`config.mk`:
```
export PLATFORM = sky130hd
export DESIGN_NAME = spi_mem_master
export DESIGN_NICKNAME = d
export VERILOG_FILES = /design/src/rtl/spi_mem_master.sv
export SDC_FILE = /design/constraint.sdc
export NUM_CORES = 1
export LEC_CHECK = 0
export CAP_MARGIN = 30
export CORE_UTILIZATION = 40
export CTS_CLUSTER_DIAMETER = 150
export DETAILED_ROUTE_END_ITERATION = 8
export PLACE_DENSITY_LB_ADDON = 0.25
export SYNTH_ARGS = -nofsm -noshare
export SYNTH_HDL_FRONTEND = slang
export SYNTH_SLANG_ARGS = --single-unit
export TNS_END_PERCENT = 10
```
`constraint.sdc`:
```
create_clock -name clk -period 2.8 [get_ports clk]
set_clock_uncertainty 0.2 [all_clocks]
set_input_delay 0.28 -clock clk [delete_from_list [all_inputs] [get_ports clk]]
set_output_delay 0.28 -clock clk [all_outputs]
set_load 0.01 [all_outputs]
```
`src/rtl/spi_mem_master.sv`:
```
// spi_mem_master
//   SPI mode-0 master linking the CPU core to an external SPI SRAM/ROM.
//   Each accepted request runs one single-byte READ (0x03) or WRITE (0x02)
//   transaction: command byte, 16- or 24-bit address, then one data byte.
//   Chip-select steering between devices lives outside this block.
//
// Parameters
//   SCLK_DIV    clk cycles per sclk half-period (>=1); sclk = clk/(2*SCLK_DIV)
//
// Ports
//   clk         in   system clock
//   rst_n       in   synchronous active-low reset
//   start       in   level request, sampled only while idle
//   write       in   1 = WRITE, 0 = READ (latched at acceptance)
//   addr        in   24-bit byte address (latched at acceptance)
//   addr_24bit  in   1 = 24-bit address phase, 0 = addr[15:0] only (latched)
//   wr_data     in   byte to write (latched at acceptance)
//   rd_data     out  last byte read, held until the next read completes
//   done        out  one-cycle completion pulse
//   busy        out  high from the cycle after acceptance through the done cycle
//   sclk        out  SPI clock, idles low
//   cs_n        out  SPI chip select, active-low
//   mosi        out  SPI data out, MSB first
//   miso        in   SPI data in
module spi_mem_master #(
  parameter int SCLK_DIV = 1
) (
  input  logic        clk,
  input  logic        rst_n,
  input  logic        start,
  input  logic        write,
  input  logic [23:0] addr,
  input  logic        addr_24bit,
  input  logic [7:0]  wr_data,
  output logic [7:0]  rd_data,
  output logic        done,
  output logic        busy,
  output logic        sclk,
  output logic        cs_n,
  output logic        mosi,
  input  logic        miso
);

  localparam int               DIV_W    = (SCLK_DIV > 1) ? $clog2(SCLK_DIV) : 1;
  localparam logic [DIV_W-1:0] DIV_LAST = DIV_W'(SCLK_DIV - 1);
  localparam logic [7:0]       CMD_READ  = 8'h03;
  localparam logic [7:0]       CMD_WRITE = 8'h02;

  typedef enum logic [2:0] {
    S_IDLE,
    S_CMD,
    S_ADDR,
    S_DATA,
    S_DONE,
    S_HOLD
  } state_t;

  // Whole outgoing frame, left-aligned so the bit on the wire is always
  // bit 39. A 16-bit frame is 32 bits long; its tail is padding that is
  // never shifted out. Read frames carry a zero data byte, which keeps
  // mosi low during the read data phase.
  function automatic logic [39:0] build_frame(input logic        is_write,
                                              input logic        wide,
                                              input logic [23:0] a,
                                              input logic [7:0]  wd);
    logic [7:0] cmd;
    logic [7:0] data_byte;
    cmd       = is_write ? CMD_WRITE : CMD_READ;
    data_byte = is_write ? wd : 8'h00;
    if (wide) return {cmd, a, data_byte};
    else      return {cmd, a[15:0], data_byte, 8'h00};
  endfunction

  state_t            state, state_nxt;
  logic              launch, launch_nxt;
  logic [5:0]        bit_cnt, bit_cnt_nxt;
  logic [DIV_W-1:0]  div_cnt, div_cnt_nxt;
  logic              sclk_q, sclk_nxt;
  logic              cs_n_q, cs_n_nxt;
  logic [39:0]       tx_sr, tx_sr_nxt;
  logic [7:0]        rx_sr, rx_sr_nxt;
  logic [7:0]        rd_data_q, rd_data_nxt;
  logic              wr_q, wr_nxt;
  logic              a24_q, a24_nxt;

  logic [5:0]        last_bit;
  logic [5:0]        addr_last;

  assign last_bit  = a24_q ? 6'd39 : 6'd31;
  assign addr_last = a24_q ? 6'd31 : 6'd23;

  always_comb begin
    state_nxt   = state;
    launch_nxt  = launch;
    bit_cnt_nxt = bit_cnt;
    div_cnt_nxt = div_cnt;
    sclk_nxt    = sclk_q;
    cs_n_nxt    = cs_n_q;
    tx_sr_nxt   = tx_sr;
    rx_sr_nxt   = rx_sr;
    rd_data_nxt = rd_data_q;
    wr_nxt      = wr_q;
    a24_nxt     = a24_q;

    case (state)
      S_IDLE: begin
        if (start) begin
          state_nxt   = S_CMD;
          launch_nxt  = 1'b1;
          bit_cnt_nxt = '0;
          div_cnt_nxt = '0;
          sclk_nxt    = 1'b0;
          wr_nxt      = write;
          a24_nxt     = addr_24bit;
          tx_sr_nxt   = build_frame(write, addr_24bit, addr, wr_data);
        end
      end

      S_CMD, S_ADDR, S_DATA: begin
        if (launch) begin
          // One setup cycle after acceptance: select the device and start
          // the first low half-period with cmd[7] already on mosi.
          launch_nxt = 1'b0;
          cs_n_nxt   = 1'b0;
        end else if (div_cnt != DIV_LAST) begin
          div_cnt_nxt = div_cnt + DIV_W'(1);
        end else begin
          div_cnt_nxt = '0;
          if (!sclk_q) begin
            sclk_nxt  = 1'b1;
            rx_sr_nxt = {rx_sr[6:0], miso};
          end else begin
            sclk_nxt    = 1'b0;
            bit_cnt_nxt = bit_cnt + 6'd1;
            tx_sr_nxt   = {tx_sr[38:0], 1'b0};
            if (bit_cnt == last_bit) begin
              // Last falling edge doubles as the done edge; the read byte
              // is complete in rx_sr since its final rising edge.
              state_nxt   = S_DONE;
              cs_n_nxt    = 1'b1;
              bit_cnt_nxt = '0;
              tx_sr_nxt   = '0;
              if (!wr_q) rd_data_nxt = rx_sr;
            end else if (bit_cnt == 6'd7) begin
              state_nxt = S_ADDR;
            end else if (bit_cnt == addr_last) begin
              state_nxt = S_DATA;
            end
          end
        end
      end

      S_DONE: state_nxt = S_HOLD;

      // A level request held past completion must not start a second
      // transaction; wait for start to drop first.
      S_HOLD: if (!start) state_nxt = S_IDLE;

      default: state_nxt = S_IDLE;
    endcase
  end

  always_ff @(posedge clk) begin
    if (!rst_n) begin
      state     <= S_IDLE;
      launch    <= 1'b0;
      bit_cnt   <= '0;
      div_cnt   <= '0;
      sclk_q    <= 1'b0;
      cs_n_q    <= 1'b1;
      tx_sr     <= '0;
      rd_data_q <= 8'h00;
      wr_q      <= 1'b0;
      a24_q     <= 1'b0;
    end else begin
      state     <= state_nxt;
      launch    <= launch_nxt;
      bit_cnt   <= bit_cnt_nxt;
      div_cnt   <= div_cnt_nxt;
      sclk_q    <= sclk_nxt;
      cs_n_q    <= cs_n_nxt;
      tx_sr     <= tx_sr_nxt;
      rd_data_q <= rd_data_nxt;
      wr_q      <= wr_nxt;
      a24_q     <= a24_nxt;
    end
  end

  always_ff @(posedge clk) begin
    rx_sr <= rx_sr_nxt;
  end

  assign rd_data = rd_data_q;
  assign done    = (state == S_DONE);
  assign busy    = (state inside {S_CMD, S_ADDR, S_DATA, S_DONE});
  assign sclk    = sclk_q;
  assign cs_n    = cs_n_q;
  assign mosi    = tx_sr[39];

endmodule
```
# After elaboration in Yosys (flattened, before gate mapping)
# Index checks and enable logic that the tools add are counted.
[totals]
regBits = 71
inputBits = 38
[classes]
muxes = 40
addsub = 2
n_bitwise = 4
eq_ne = 15
n_reduce_logical = 15
[ops]
columns = ["cell", "count"]
rows = [
  ["40-bit two-way mux", 5],
  ["40-bit case mux with 2 select lines", 1],
  ["6-bit two-way mux", 6],
  ["32-bit two-way mux", 1],
  ["3-bit two-way mux", 8],
  ["1-bit two-way mux", 12],
  ["2-bit inequality test (second input constant)", 6],
  ["3-bit case mux with 4 select lines", 1],
  ["6-bit case mux with 2 select lines", 1],
  ["4-bit AND reduction", 3],
  ["6-bit AND reduction", 2],
  ["8-bit two-way mux", 1],
  ["6-bit by 1-bit adder with 6-bit output (second input constant)", 1],
  ["3-bit by 2-bit equality test with 1-bit output (second input constant)", 2],
  ["3-bit equality test (second input constant)", 2],
  ["6-bit by 3-bit equality test with 1-bit output (second input constant)", 1],
  ["6-bit by 5-bit equality test with 1-bit output", 1],
  ["6-bit equality test", 1],
  ["1-bit case mux with 2 select lines", 3],
  ["2-bit nonzero test", 3],
  ["5-bit AND reduction", 1],
  ["4-bit two-way mux", 1],
  ["4-bit inequality test (second input constant)", 1],
  ["1-bit inverter", 4],
  ["other kinds (7)", 8],
]

# Logic depth before layout (Yosys ltp)
[logic_depth]
word_depth = 9
depth_mapped = 8
depth_no_buf = 6

# Worst setup path before layout
# OpenSTA, ideal clock, no wires.
[synth_path]
path_type = "reg2reg"
start = "reg bit_cnt[0]"
end = "reg tx_sr[8]"
period_less_slack_ns = 1.947
setup_ns = 0.123
t_arrival_ns = 1.624
required_time_ns = 2.477
n_path_buf = 2
stages_incl_launch_ff = 9
setup_slack_ns = 0.853
cell_sequence = "dfxtp_1 ha_1 and2_2 o21ai_4 and2_2 buf_2 buf_2 a221oi_1 nor2_1"
[synth_between]
elab_chain_len = 6
[synth_lines]
columns = ["element", "line_no", "text"]
rows = [
  ["from (decl)", "76", "logic [5:0] bit_cnt, bit_cnt_nxt;"],
  ["from (signal assigned)", "178", "bit_cnt <= bit_cnt_nxt;"],
  ["6-bit equality test", "136", "if (bit_cnt == last_bit) begin"],
  ["40-bit two-way mux", "136", ""],
  ["40-bit two-way mux", "129", "if (!sclk_q) begin"],
  ["40-bit two-way mux", "125", "end else if (div_cnt != DIV_LAST) begin"],
  ["40-bit two-way mux", "120", "if (launch) begin"],
  ["40-bit case mux with 2 select lines", "105", "case (state)"],
  ["to (signal assigned)", "182", "tx_sr <= tx_sr_nxt;"],
  ["to (decl)", "80", "logic [39:0] tx_sr, tx_sr_nxt;"],
]
# Every way passes these cells. The select of a mux whose other input is x is not followed.
# A chain may end at the register's enable or synchronous reset.

# Worst setup path after layout
[layout_path]
start = "reg state[1]"
end = "reg tx_sr[39]"
[layout_between]
elab_chain_len = 4
elab_cells_between_ends = 12
[layout_lines]
columns = ["element", "line_no", "text"]
rows = [
  ["from (decl)", "74", "state_t state, state_nxt;"],
  ["from (signal assigned)", "176", "state <= state_nxt;"],
  ["3-bit by 1-bit equality test with 1-bit output or 3-bit by 2-bit equality test with 1-bit output (tied branches)", "105", ""],
  ["3-bit OR reduction", "105", ""],
  ["2-bit inequality test (no line) or 2-bit nonzero test (tied branches)", "--", ""],
  ["5-bit AND reduction (no line)", "--", ""],
]
# Parallel ways exist; a longest one is shown, timed or not.

==> results.cfg <==
[critical_path]
reg2reg_from = state[1]
path_max_fanout = 19
required_ns = 2.88
rrSetupSlack_ns = 0.39
crit_slowest_cell = or2_1
critPathTopFamily = simple AND/OR/NAND/NOR gates
start_kind = flop
crit_type = reg -> reg
critical-path-max-stage-delay_ns = 0.57
end_kind = flop
arrival_ns = 2.49
r2r_end = tx_sr[39]
crit_buf_inv = 0
cp_num_cells = 5
critical_path.cell_chain = nor2_4 > mux2i_1 > or2_1 > o21ai_2 > a21oi_1
reg2reg_depth = 5

[die]
io_pins = 51
std_cell_rows = 32
die_y_um = 92.11
initial_utilization_pct = 41.60
fp.dieW_um = 92.11
core-area_um2 = 7807
fp.dieArea_um2 = 8484

[hold_path]
hold_start = tx_sr[35]
holdPathStages = 2
min_to = tx_sr[36]
min_path_type = reg -> reg

[final_layout]
diodes = 0
fillers = 763
multi_input_area_um2 = 1622
layout_common_cells = 62 x dfxtp_1, 60 x a21oi_1, 50 x clkdlybuf4s50_1
instances_no_fill = 520
syn2layout_area_growth_pct = 23.69
final_layout_size_suffix_gt1_share_pct = 8.612
nNetsFinal = 452
regArea_um2 = 1481
final_common_cell = dfxtp_1

[clocking]
root_buffer = clkbuf_8
insertion_delay_ns = 0.36
htreeDepth = 3
cts_hold_buffers = 0
cts.sink_count = 70
path_clk_slew_ns = 0.08
cts_buffers = 9
clock_path_buffers = 2
cts_resized = 0
post_cts_buffers = 0
cts_tree = yes

[sta]
max-slew-margin-rel_pct = 58.93
grt_setup_unrepaired = no
period_needed_ns = 2.412
totalNegativeSetupSlack_ns = 0
slew_viol_final = 0
hold_viol_final = 0
post-route-period-util_pct = 86.15
clock.fmax_mhz = 414.6
hold_slack_ns = 0.2549
worst_slew_pin_slew_ns = 0.6160
finalSetupViolations = 0

[power_and_ir_drop]
p_leak_uw = 0.001443
vdd_drop_max_mv = 0.2971
power_uw = 2396
cellPowerDensity_nw_per_um2 = 596.5

[placed_design]
gp_congestion = 0.8138
dp_hpwl_mm = 4.773
dp.cells = 504
port_buffers = 50

[yosys]
synth_seq_cells = 70
synth_edf_count = 8
yosys_warnings = 0
avgSynthCellArea_um2 = 8.685
yosys_most_used_dff = dfxtp_1
syn_nets = 413
ys_seq_area_share_pct = 45.61
syn_area_um2 = 3248
synthCells = 374
synth.distinct_cells = 44
ys_async_sr_fraction_pct = 0

[grt]
overflow = 0
grt_pass1_vias = 2492
grt_antenna_before_repair = 0
grt_pass1_wl_mm = 11.94
grt_max_degree = 68
track_usage_pct = 17.73

[route]
first_pass_iters = 4
vias_per_cell = 5.350
ant_nets = 0
drt_wl_total_mm = 7.284
routed-via-count = 2782
first_iter_violations = 149
drc = 0
wl_per_cell_um = 14.01

[status]
status = finished, final reports clean

[run]
drv_cap = 0
==> cells by family after synthesis <==
logic type | synth area share [%]
flip-flops | 45.61
AND/OR/NAND/NOR | 16.56
buffers and inverters | 4.699
AO/OA/AOI/OAI | 23.38
XOR/XNOR | 1.348
adder cells (fa/ha/maj) | 0.3851
multiplexers | 8.012
==> per-stage QoR <==
| stage | instance area (um^2) | setup WS [ns] | util [%] |
|---|---|---|---|
| after floorplan | 3248 | 0.8529 | - |
| after global placement | 3827 | 0.3095 | 49.02 |
| after detailed placement | 3832 | 0.2461 | 49.09 |
| after CTS | 4018 | 0.3602 | 51.46 |
| after global routing | 4018 | 0.1188 | 51.46 |
| final | 4018 | 0.3879 | 51.46 |
==> synthesized netlist by cell type (2+ instances only) <==
master	instances	area [um^2]
dfxtp_1	62	1241
a21oi_1	60	300.3
nor2_1	46	172.7
o21ai_0	42	210.2
mux2i_1	26	260.3
nand2_1	23	86.33
clkbuf_1	18	67.56
nor2b_1	14	87.58
buf_2	11	55.05
a221oi_1	8	70.07
edfxtp_1	8	240.2
a22oi_1	7	52.55
nor3_1	5	25.02
xnor2_1	5	43.79
a21boi_0	3	22.52
inv_1	3	11.26
a32oi_1	2	17.52
and2_1	2	12.51
and2_2	2	15.01
and3_1	2	12.51
nand4b_1	2	17.52
==> cell type report <==
cell class              count  area share [%]
well taps                 102           3.177
flip-flops and latches     70           36.87
inverters                   3          0.2803
clock buffers               9           3.083
multi-input cells         270           40.36
repair buffers             59           14.70
clock inverters             7           1.526
==> routing by layer <==
metal / wire, um / vias to the layer above / global-route usage, %
met3: 338 / 14 / 3.980
li1: - / 1411 / -
met2: 3227 / 72 / 26.74
met5: 0 / - / 0
met4: 111 / 0 / 7.292
met1: 3607 / 1285 / 24.34
==> power breakdown <==
| part | total (uW) | leakage (uW) | switching [uW] | internal, uW |
|---|---|---|---|---|
| logic | 463 | 0.000772 | 262 | 201 |
| registers | 1160 | 0.000582 | 55.2 | 1110 |
| clock network | 770 | 0.0000888 | 432 | 338 |
==> tightest hold or removal path, stage by stage, from the launching register on <==
cell     delay [ns]
dfxtp_1        0.32
nand2_1        0.05
a21oi_1        0.05
==> worst max-delay path by stage <==
stage | start | endpoint | slack (ns)
after floorplan | bit_cnt[0] | tx_sr[8] | 0.85
after global placement | start | tx_sr[36] | 0.31
after detailed placement | start | tx_sr[34] | 0.25
after CTS | state[1] | tx_sr[34] | 0.36
after global routing | state[1] | tx_sr[35] | 0.12
final | state[1] | tx_sr[39] | 0.39
==> flip-flops by register name, indices dropped and copies added, names as in the netlist, 3 cells and up <==
register / flops
rd_data: 8
state: 3
bit_cnt: 6
rx_sr: 8
tx_sr: 40
(Power assumes the default switching activity.)
